===== config.mk =====
export PLATFORM = sky130hd
export DESIGN_NAME = stack_ctl
export DESIGN_NICKNAME = d
export VERILOG_FILES = /design/src/rtl/stack_ctl.sv
export SDC_FILE = /design/constraint.sdc
export NUM_CORES = 1
export LEC_CHECK = 0
export CAP_MARGIN = 25
export CORE_MARGIN = 3
export CORE_UTILIZATION = 30
export DETAILED_ROUTE_END_ITERATION = 7
export DONT_BUFFER_PORTS = 1
export GPL_TIMING_DRIVEN = 0
export PLACE_DENSITY_LB_ADDON = 0.3
export SLEW_MARGIN = 20
export SYNTH_ARGS = -nofsm -noshare
export SYNTH_HDL_FRONTEND = slang
export SYNTH_SLANG_ARGS = --single-unit

===== constraint.sdc =====
create_clock -name clk -period 4.65 [get_ports clk]
set_input_delay 1.1625 -clock clk [delete_from_list [all_inputs] [get_ports clk]]
set_output_delay 1.1625 -clock clk [all_outputs]
set_load 0.02 [all_outputs]

===== src/rtl/stack_ctl.sv =====
// Parametrised LIFO with registered top, depth count, full/empty status,
// sticky overflow/underflow flags, replace-top on push+pop, and a peek port.
module stack_ctl #(
    parameter int DATA_WIDTH = 8,
    parameter int ADDR_WIDTH = 5
) (
    input  logic                  clk,
    input  logic                  rst_n,
    input  logic [DATA_WIDTH-1:0] pushd,
    input  logic                  push_en,
    input  logic                  pop_en,
    input  logic                  err_clr,
    input  logic [ADDR_WIDTH-1:0] peek_idx,
    output logic [DATA_WIDTH-1:0] top,
    output logic [ADDR_WIDTH:0]   count,
    output logic                  empty,
    output logic                  full,
    output logic                  overflow,
    output logic                  underflow,
    output logic [DATA_WIDTH-1:0] peek_data,
    output logic                  peek_valid
);

    localparam int                  DEPTH   = 1 << ADDR_WIDTH;
    localparam logic [ADDR_WIDTH:0] ONE     = (ADDR_WIDTH+1)'(1);
    localparam logic [ADDR_WIDTH:0] DEPTH_C = (ADDR_WIDTH+1)'(DEPTH);

    // Depth 0 lives in top_q; mem holds depths 1..DEPTH-1, oldest at mem[0].
    logic [DATA_WIDTH-1:0] mem [DEPTH-1];

    logic [DATA_WIDTH-1:0] top_d, top_q;
    logic [ADDR_WIDTH:0]   count_d, count_q;
    logic                  ovf_d, ovf_q;
    logic                  unf_d, unf_q;

    logic                  mem_we;
    logic [ADDR_WIDTH-1:0] mem_waddr;
    logic [DATA_WIDTH-1:0] mem_wdata;

    logic [ADDR_WIDTH:0]   cnt_m1, cnt_m2, peek_pos;
    logic                  is_empty, is_full;

    assign is_empty = (count_q == '0);
    assign is_full  = (count_q == DEPTH_C);
    assign cnt_m1   = count_q - ONE;
    assign cnt_m2   = count_q - (ADDR_WIDTH+1)'(2);
    assign peek_pos = cnt_m1 - {1'b0, peek_idx};

    always_comb begin
        // NOTE: every output of this block gets a default first so no path
        // leaves a signal unassigned, which would otherwise infer a latch.
        top_d     = top_q;
        count_d   = count_q;
        ovf_d     = ovf_q & ~err_clr;
        unf_d     = unf_q & ~err_clr;
        mem_we    = 1'b0;
        mem_waddr = cnt_m1[ADDR_WIDTH-1:0];
        mem_wdata = top_q;

        case ({push_en, pop_en})
            2'b10: begin
                if (is_full) begin
                    ovf_d = 1'b1;
                end else begin
                    mem_we  = !is_empty;
                    top_d   = pushd;
                    count_d = count_q + ONE;
                end
            end
            2'b01: begin
                if (is_empty) begin
                    unf_d = 1'b1;
                end else begin
                    count_d = cnt_m1;
                    top_d   = (count_q == ONE) ? '0 : mem[cnt_m2[ADDR_WIDTH-1:0]];
                end
            end
            2'b11: begin
                // Replace top; on an empty stack only the push half can execute.
                top_d = pushd;
                if (is_empty) begin
                    count_d = ONE;
                    unf_d   = 1'b1;
                end
            end
            default: ;
        endcase
    end

    // NOTE: sequential state uses non-blocking assignments so every flop
    // samples the pre-edge values regardless of process ordering.
    always_ff @(posedge clk or negedge rst_n) begin
        if (!rst_n) begin
            top_q   <= '0;
            count_q <= '0;
            ovf_q   <= 1'b0;
            unf_q   <= 1'b0;
        end else begin
            top_q   <= top_d;
            count_q <= count_d;
            ovf_q   <= ovf_d;
            unf_q   <= unf_d;
        end
    end

    // NOTE: the storage array has no reset; count_q alone decides which
    // entries are live, so clearing the array would only cost hardware.
    always_ff @(posedge clk) begin
        if (mem_we) mem[mem_waddr] <= mem_wdata;
    end

    always_comb begin
        peek_valid = ({1'b0, peek_idx} < count_q);
        peek_data  = '0;
        if (peek_valid) begin
            peek_data = (peek_idx == '0) ? top_q : mem[peek_pos[ADDR_WIDTH-1:0]];
        end
    end

    assign top       = top_q;
    assign count     = count_q;
    assign empty     = is_empty;
    assign full      = is_full;
    assign overflow  = ovf_q;
    assign underflow = unf_q;

endmodule


# Word-level counts from Yosys, hierarchy flattened
# Memories as Yosys holds them, arrays and structs flattened.
# Cells that the tools add are included.
[classes] add_sub_neg=4 bitwise=3 n_lt_le_gt_ge=1 eq_ne=8 mux=18 reduce_logical=7
[op_table] cell="$mux W8" count=5
[op_table] cell="$pmux W8 S3" count=1
[op_table] cell="$mux W6" count=3
[op_table] cell="$pmux W6 S3" count=1
[op_table] cell="$mux W1" count=8
[op_table] cell="$add A6 B1 Y6 const B" count=1
[op_table] cell="$eq A6 B1 Y1 const B" count=1
[op_table] cell="$eq A6 B6 Y1 const B" count=1
[op_table] cell="$logic_not A6 Y1" count=1
[op_table] cell="$lt A5 B6 Y1" count=1
[op_table] cell="$ne A2 B2 Y1 const B" count=3
[op_table] cell="$sub A6 B1 Y6 const B" count=1
[op_table] cell="$logic_not A5 Y1" count=1
[op_table] cell="$sub A5 B2 Y5 const B" count=1
[op_table] cell="$sub A5 B5 Y5" count=1
[op_table] cell="$eq A2 B2 Y1 const B" count=2
[op_table] cell="$reduce_and A4 Y1" count=1
[op_table] cell="$reduce_and A3 Y1" count=1
[op_table] cell="$reduce_bool A3 Y1" count=1
[op_table] cell="$and A1 B1 Y1" count=2
[op_table] cell="$eq A2 B1 Y1 const B" count=1
[op_table] cell="$reduce_or A2 Y1" count=1
[op_table] cell="$logic_not A1 Y1" count=1
[op_table] cell="$not A1 Y1" count=1
[word_totals] mem_bits_rw=248 mem_count=1 register_bits=16 output_inout_bits=27
[memory_table] memory="mem" words=31 word_bits=8 rd=2 rd_ports_with_merged_regs=0 wr=1 line="29" text="logic [DATA_WIDTH-1:0] mem [DEPTH-1];"

# Logic depth before layout (Yosys ltp)
# Gate-level depths: netlist of run 1.
[logic_depth] ltp_word=6 ltp_mapped=16 ltp_nobuf=10

# Worst setup path before layout of run 1
# No wires, ideal clock.
[synth_timing] path_kind="register -> output" from="register count_q[0], in the netlist count[0]" to="output port peek_data[0]" path_stages_with_launch=16 path_slack_ns=-0.319 required_time_ns=3.488 t_arrival_ns=3.807 path_buffers=5 cell_sequence="dfrtp_1 -> buf_6 -> buf_2 -> buf_2 -> inv_1 -> ha_1 -> buf_2 -> xnor2_1 -> inv_1 -> ha_1 -> xor2_1 -> buf_4 -> nand2_1 -> nand4_1 -> nand3_1 -> a31oi_1"
[synth_via] elab_chain_cells=5
[synth_lines] element="start, declared" line="32" text="logic [ADDR_WIDTH:0] count_d, count_q;"
[synth_lines] element="start signal, assigned" line="100" text="count_q <= count_d;"
[synth_lines] element="$sub A6 B1 Y6" line="45" text="assign cnt_m1 = count_q - ONE;"
[synth_lines] element="$sub A5 B5 Y5" line="47" text="assign peek_pos = cnt_m1 - {1'b0, peek_idx};"
[synth_lines] element="$mem_v2 Z31 W8"
[synth_lines] element="$mux W8" line="116" text="peek_data = (peek_idx == '0) ? top_q : mem[peek_pos[ADDR_WIDTH-1:0]];"
[synth_lines] element="$mux W8 *" line="115" text="if (peek_valid) begin"
[synth_lines] element="end, declared" line="20" text="output logic [DATA_WIDTH-1:0] peek_data,"
# Mark *: on every way between the ends. The rest lies on a longest branch, timed or not.

# Worst setup path in the final report of run 1
[layout_timing] from="register count_q[0], in the netlist count[0]" to="output port peek_data[4]"
# The elaborated chain is that of the path after synthesis.

==> reports/summary.txt, run 1 <==
Vias/cell = 5.56
hold buffer count at cts = 0
r2r setup slk = 1.24 ns
Max Clk Rate = 202 MHz
Period minus WS final = 4.96 ns
Synth-to-Final Area Change = 19.7%
final core occ = 0.365
slew of the pin with the lowest slew margin = 1.13 ns
outcome = finished with violations
Core ar. = 0.0433 mm2
post-place setup slack = -1.40 ns
Hold Fails Final Rpt = 0
largest net degree at the start of global routing = 35
drt first pass iters = 7
FF+latch area = 0.00786 mm2
Synth warnings = 0
Placer Congestion = 0.912
number of synthesized flops with an enable pin = 248
starting density of the core = 0.305
Residual DRC = 0
Total Routed Length = 41.2 mm
Yosys reg bits = 264
Crit path arrival time = 3.80 ns
Final ANT Viol Nets = 0
multi-input logic area = 0.00546 mm2
total global-route track usage = 0.177
mapped cell area = 0.0132 mm2
synthesized instance count = 818
Clock Path Buffers = 3
Port-buffer cells = 0
RSZ-0062 raised after global routing = yes
Die X = 216 um
drt wl/cell = 27.7 um
period utilisation layout = 1.07
maxcap violations = 0
Worst Setup End Kind = output pin
Layout fillers = 4027
H-Tree Depth = 1
layout cells sized above 1 = 0.337
clock latency on the worst-skew pair = 0.54 ns
asr flop ratio synth = 0.0606
RR Endpoint = mem[24][4]
Die Ht = 216 um
initial antenna violation count = 2
startpoint types = flop
post-route setup slack = -0.312 ns
die area = 0.0466 mm2
Ant. Diodes = 0
worst clock skew = 0.0113 ns
HPWL after detailed placement = 27.8 mm
crit path kind = flop to output pin
worst r2r path cells = 8
root buffer cell = clkbuf_16
commonest non-fill, non-tap cell in the layout = edfxtp_1
worst r2r src = count[0]
Detailed Route Iter0 Violations = 1018
failing checks = setup timing
row count = 76
Synth Net Count = 854
clock sinks = 264
CTS Buf Count = 27
crit-path max FO = 7
first-pass GRT wire length = 60.0 mm
clock-pin slew on the worst setup and hold paths = 0.07 ns
Main synth FF type = edfxtp_1
Slew Limit Fails = 0
Vias = 8263
GRT overflow = 0
Setup violations, final = 8
Worst EP required = 3.49 ns
I/O pins = 45
vias in the first global route = 8374
worst rel slew slack = 0.246
most frequent cells in the layout = edfxtp_1, mux4_2, nand2_1
CTS tree = done
register area share after synthesis = 0.594
worst min path class = input port to async pin
Netlist cell types = 51
NumNets Final = 920
Avg Cell Area, Syn = 16.1 um2
[repair_timing]
| action | 4_1_cts | 5_1_grt |
|---|---|---|
| gates resized for setup | 123 | 24 |
| pin swaps | 28 | 16 |
| buffers inserted | 30 | 7 |
| setup endpoints to repair | 9 | 8 |
| cloned | 3 | 0 |
[synthesized netlist by cell type, types with 2 or more instances]
| library cell | n | share of area |
|---|---|---|
| a211oi_1 | 3 | 0.0017 |
| a21boi_0 | 3 | 0.0017 |
| a21oi_1 | 23 | 0.0087 |
| a22oi_1 | 6 | 0.0034 |
| a31oi_1 | 10 | 0.0047 |
| and2_1 | 2 | 0.00095 |
| buf_1 | 3 | 0.00085 |
| buf_2 | 20 | 0.0076 |
| buf_4 | 6 | 0.0034 |
| buf_6 | 4 | 0.0034 |
| clkbuf_1 | 20 | 0.0057 |
| dfrtp_1 | 16 | 0.030 |
| edfxtp_1 | 248 | 0.56 |
| ha_1 | 17 | 0.016 |
| inv_1 | 19 | 0.0054 |
| mux2_2 | 3 | 0.0026 |
| mux2i_1 | 35 | 0.027 |
| mux4_1 | 8 | 0.016 |
| mux4_2 | 115 | 0.20 |
| nand2_1 | 69 | 0.020 |
| nand3_1 | 27 | 0.010 |
| nand4_1 | 9 | 0.0043 |
| nor2_1 | 54 | 0.015 |
| nor2b_1 | 4 | 0.0019 |
| nor3_1 | 5 | 0.0019 |
| o2111ai_1 | 8 | 0.0053 |
| o211ai_1 | 4 | 0.0023 |
| o21a_1 | 3 | 0.0017 |
| o21ai_0 | 34 | 0.013 |
| o21ai_1 | 5 | 0.0019 |
| o22ai_1 | 5 | 0.0024 |
| o31ai_1 | 2 | 0.0011 |
| xnor2_1 | 7 | 0.0046 |
| xor2_1 | 4 | 0.0027 |
[per-stage QoR]
step	setup TNS [ns]	cell area (um2)	cells	hold slack, ns
floorplan	-0.00978	13300	818	0.616
detailed placement	-10.50	14200	1407	0.555
CTS	-2.46	15700	1481	0.287
finish	-2.11	15800	1486	0.305
global placement	-10.63	14100	1403	0.630
global route	-2.71	15800	1486	0.291
[area by class of cell]
cell class | count | share of cell area
Inverter | 19 | 0.00523
Clock inverter | 13 | 0.00341
Timing Repair Buffer | 43 | 0.0301
Tap cell | 585 | 0.0463
Sequential cell | 264 | 0.498
Multi-Input combinational cell | 481 | 0.345
Buffer | 48 | 0.0278
Clock buffer | 33 | 0.0442
[registers in the layout, summed over array words and instances, names as in the netlist]
name / cells
mem: 248
top: 8
count: 6
overflow: 1
underflow: 1
[metal layers]
| metal | part of all wire | track usage |
|---|---|---|
| met1 | 0.40 | 0.235 |
| met2 | 0.46 | 0.282 |
| met3 | 0.087 | 0.0410 |
| met4 | 0.046 | 0.0703 |
| met5 | 0.00019 | 0 |
[critical path: stages, from the launching register on]
cell,delay (ns)
dfrtp_2,0.55
buf_12,0.17
buf_16,0.10
clkinvlp_4,0.10
ha_4,0.28
inv_2,0.04
fa_2,0.54
buf_12,0.13
buf_12,0.13
buf_12,0.13
buf_8,0.14
mux4_2,0.31
mux2i_2,0.19
o21ai_1,0.12
nand3_2,0.14
a31oi_4,0.18
[worst max path at each step]
stage                     startpoint            to  cells after the start  slack [ns]
after floorplan             count[0]  peek_data[0]                     16       -0.01
after global placement      count[0]  peek_data[0]                     15       -1.41
after detailed placement    count[0]  peek_data[0]                     15       -1.40
after CTS                   count[0]  peek_data[0]                     15       -0.36
after global routing        count[0]  peek_data[4]                     15       -0.38
final                       count[0]  peek_data[4]                     15       -0.31
[logic make-up (layout without fill, tap and decap cells)]
| logic type | after synthesis | count (layout) | synth area share |
|---|---|---|---|
| xor gates and xnor gates | 11 | 11 | 0.00730 |
| AOI/OAI and AO/OA | 115 | 115 | 0.0540 |
| muxes | 161 | 161 | 0.241 |
| DFF | 264 | 264 | 0.594 |
| buffers and inverters | 73 | 156 | 0.0279 |
| adders and majority gates | 18 | 18 | 0.0176 |
| and+or+nand+nor | 176 | 176 | 0.0577 |
Power of run 1 is left out: the tool's default activity adds up to more than one toggle a clock period on the data nets, which glitch-free logic cannot reach.
==> inputs of run 2 (changes only) <==
- CORE_MARGIN: 3 -> 5
==> run 2 against run 1 <==
- the flow still finishes with violations (setup timing)
- flip-flop and latch count did not move
- cell count fell by 0.27%
- count of clock-buffer cells in the layout rose by 2
- fmax rose by 1.5%
- final area rose by 1.1%
- worst hold slack got worse by 0.017 ns
- global-route usage fell by 0.74 points
- die area rose by 3.7%
- sequential share of layout area fell by 0.53 points
- setup slack improved by 0.072 ns
- critical endpoint is now peek_data[0]
==> reports/summary.txt, run 2 (same netlist as run 1, synthesis figures left out) <==
outcome = finished with violations
failing checks = setup timing
Residual DRC = 0
NumNets Final = 912
Die Ht = 220 um
Worst Setup End Kind = output pin
worst r2r src = count[0]
crit-path cells = buf_12, buf_16, inv_1, ha_4, inv_4, fa_2, buf_12, buf_16, buf_16, mux4_2, nand2_1, nand4_1, nand3_2, a31oi_4
row count = 76
drt wl/cell = 27.9 um
slew of the pin with the lowest slew margin = 1.11 ns
RSZ-0062 raised after global routing = yes
I/O pins = 45
Placed Cells = 1408
Period minus WS final = 4.89 ns
worst clock skew = 0.0238 ns
layout cells sized above 1 = 0.338
Placer Congestion = 0.924
die area = 0.0483 mm2
CP endpoint = peek_data[0]
worst hold slack = 0.287 ns
Detailed Route Iter0 Violations = 788
RR Endpoint = mem[0][2]
Vias/cell = 5.59
Hold Fails Final Rpt = 0
Layout Cells excl Fill = 1482
Worst path depth = 14
crit path kind = flop to output pin
Setup violations, final = 8
Largest Register = mem
Worst setup startpoint = count[0]
max reg flops = 248
period utilisation layout = 1.05
clock-pin slew on the worst setup and hold paths = 0.07 ns
clock latency on the worst-skew pair = 0.56 ns
CTS Buf Count = 28
Port-buffer cells = 0
Crit path max-delay family = adder cells
Post-DP Area = 0.0142 mm2
first-pass GRT wire length = 59.4 mm
GRT overflow = 0
r2r setup slk = 1.09 ns
Layout fillers = 3985
Crit path arrival time = 3.73 ns
crit-path max cell delay = 0.54 ns
FF+latch area = 0.00786 mm2
Total Routed Length = 41.3 mm
Vias = 8277
Buf/Inv on CP = 7
multi-input logic area = 0.00549 mm2
clock sinks = 264
commonest non-fill, non-tap cell in the layout = edfxtp_1
root buffer cell = clkbuf_16
CTS tree = done
Slew Limit Fails = 0
vias in the first global route = 8343
most frequent cells in the layout = edfxtp_1, mux4_2, nand2_1
initial antenna violation count = 2
Final ANT Viol Nets = 0
Die X = 220 um
crit-path max FO = 7
worst rel slew slack = 0.260
post-route setup slack = -0.240 ns
starting density of the core = 0.305
total global-route track usage = 0.169
Clock Path Buffers = 3
maxcap violations = 0
Worst EP required = 3.49 ns
H-Tree Depth = 1
Synth-to-Final Area Change = 21.0%
hold buffer count at cts = 0
slowest CP cell = dfrtp_2
fin area = 0.0160 mm2
Max Clk Rate = 204 MHz
largest net degree at the start of global routing = 35
Core ar. = 0.0433 mm2
worst r2r path cells = 9
drt first pass iters = 6
HPWL after detailed placement = 28.0 mm
worst min path class = input port to async pin
CP most frequent cell = buf_16
startpoint types = flop
run 2: changes by cell type in the layout (fill, tap and decap cells not counted), sizes merged, moves of 2 or more:
| cell | delta |
|---|---|
| clkbuf | +3 |
| buf | -9 |
| clkinv | -2 |
| bufinv | +3 |
run 2: metrics by stage:
step | setup TNS [ns] | utilization | worst slack (ns)
floorplan | -0.00978 | - | -0.00978
global placement | -10.61 | 0.325 | -1.40
detailed placement | -10.61 | 0.328 | -1.41
CTS | -2.19 | 0.366 | -0.293
global route | -2.38 | 0.369 | -0.319
finish | -1.78 | 0.369 | -0.240
run 2: how the worst min path moves through the flow:
| stage | depth (start not counted) | slack [ns] | to |
|---|---|---|---|
| detailed placement | 0 | 0.59 | mem[11][1] |
| global placement | 2 | 0.65 | underflow |
| global route | 0 | 0.27 | top[2] |
| floorplan | 2 | 0.62 | overflow |
| CTS | 0 | 0.27 | top[1] |
| finish | 0 | 0.29 | top[5] |
run 2: what timing repair did:
action,CTS,global route
pin swaps,29,16
cloned,5,0
buffers inserted,22,2
setup endpoints to repair,9,8
resized for setup,120,34
run 2: final cells by class:
type / instances / share of cell area
timing repair buffer: 33 / 0.0284
multi-input combinational: 481 / 0.344
inverter: 19 / 0.00509
clock inverter: 15 / 0.00893
buffer: 49 / 0.0288
tap: 585 / 0.0458
antenna: 1 / 0.000157
clock buffer: 35 / 0.0469
sequential: 264 / 0.492
run 2: worst reg2reg max path, cell delays in order (launching register included):
cell	delay [ns]
dfrtp_2	0.54
buf_12	0.17
buf_16	0.10
inv_1	0.08
ha_4	0.19
buf_4	0.17
nor4b_2	0.22
nor2_1	0.36
nand2_1	0.46
nor2_1	0.88
run 2: per-layer routing:
| metal | track usage | wire length [um] | up-vias |
|---|---|---|---|
| li1 | - | - | 3447 |
| met1 | 0.231 | 17200 | 4339 |
| met2 | 0.266 | 18700 | 389 |
| met3 | 0.0334 | 3350 | 100 |
| met4 | 0.0703 | 2020 | 2 |
| met5 | 0 | 7 | - |
Power of run 2 is left out for the same reason.
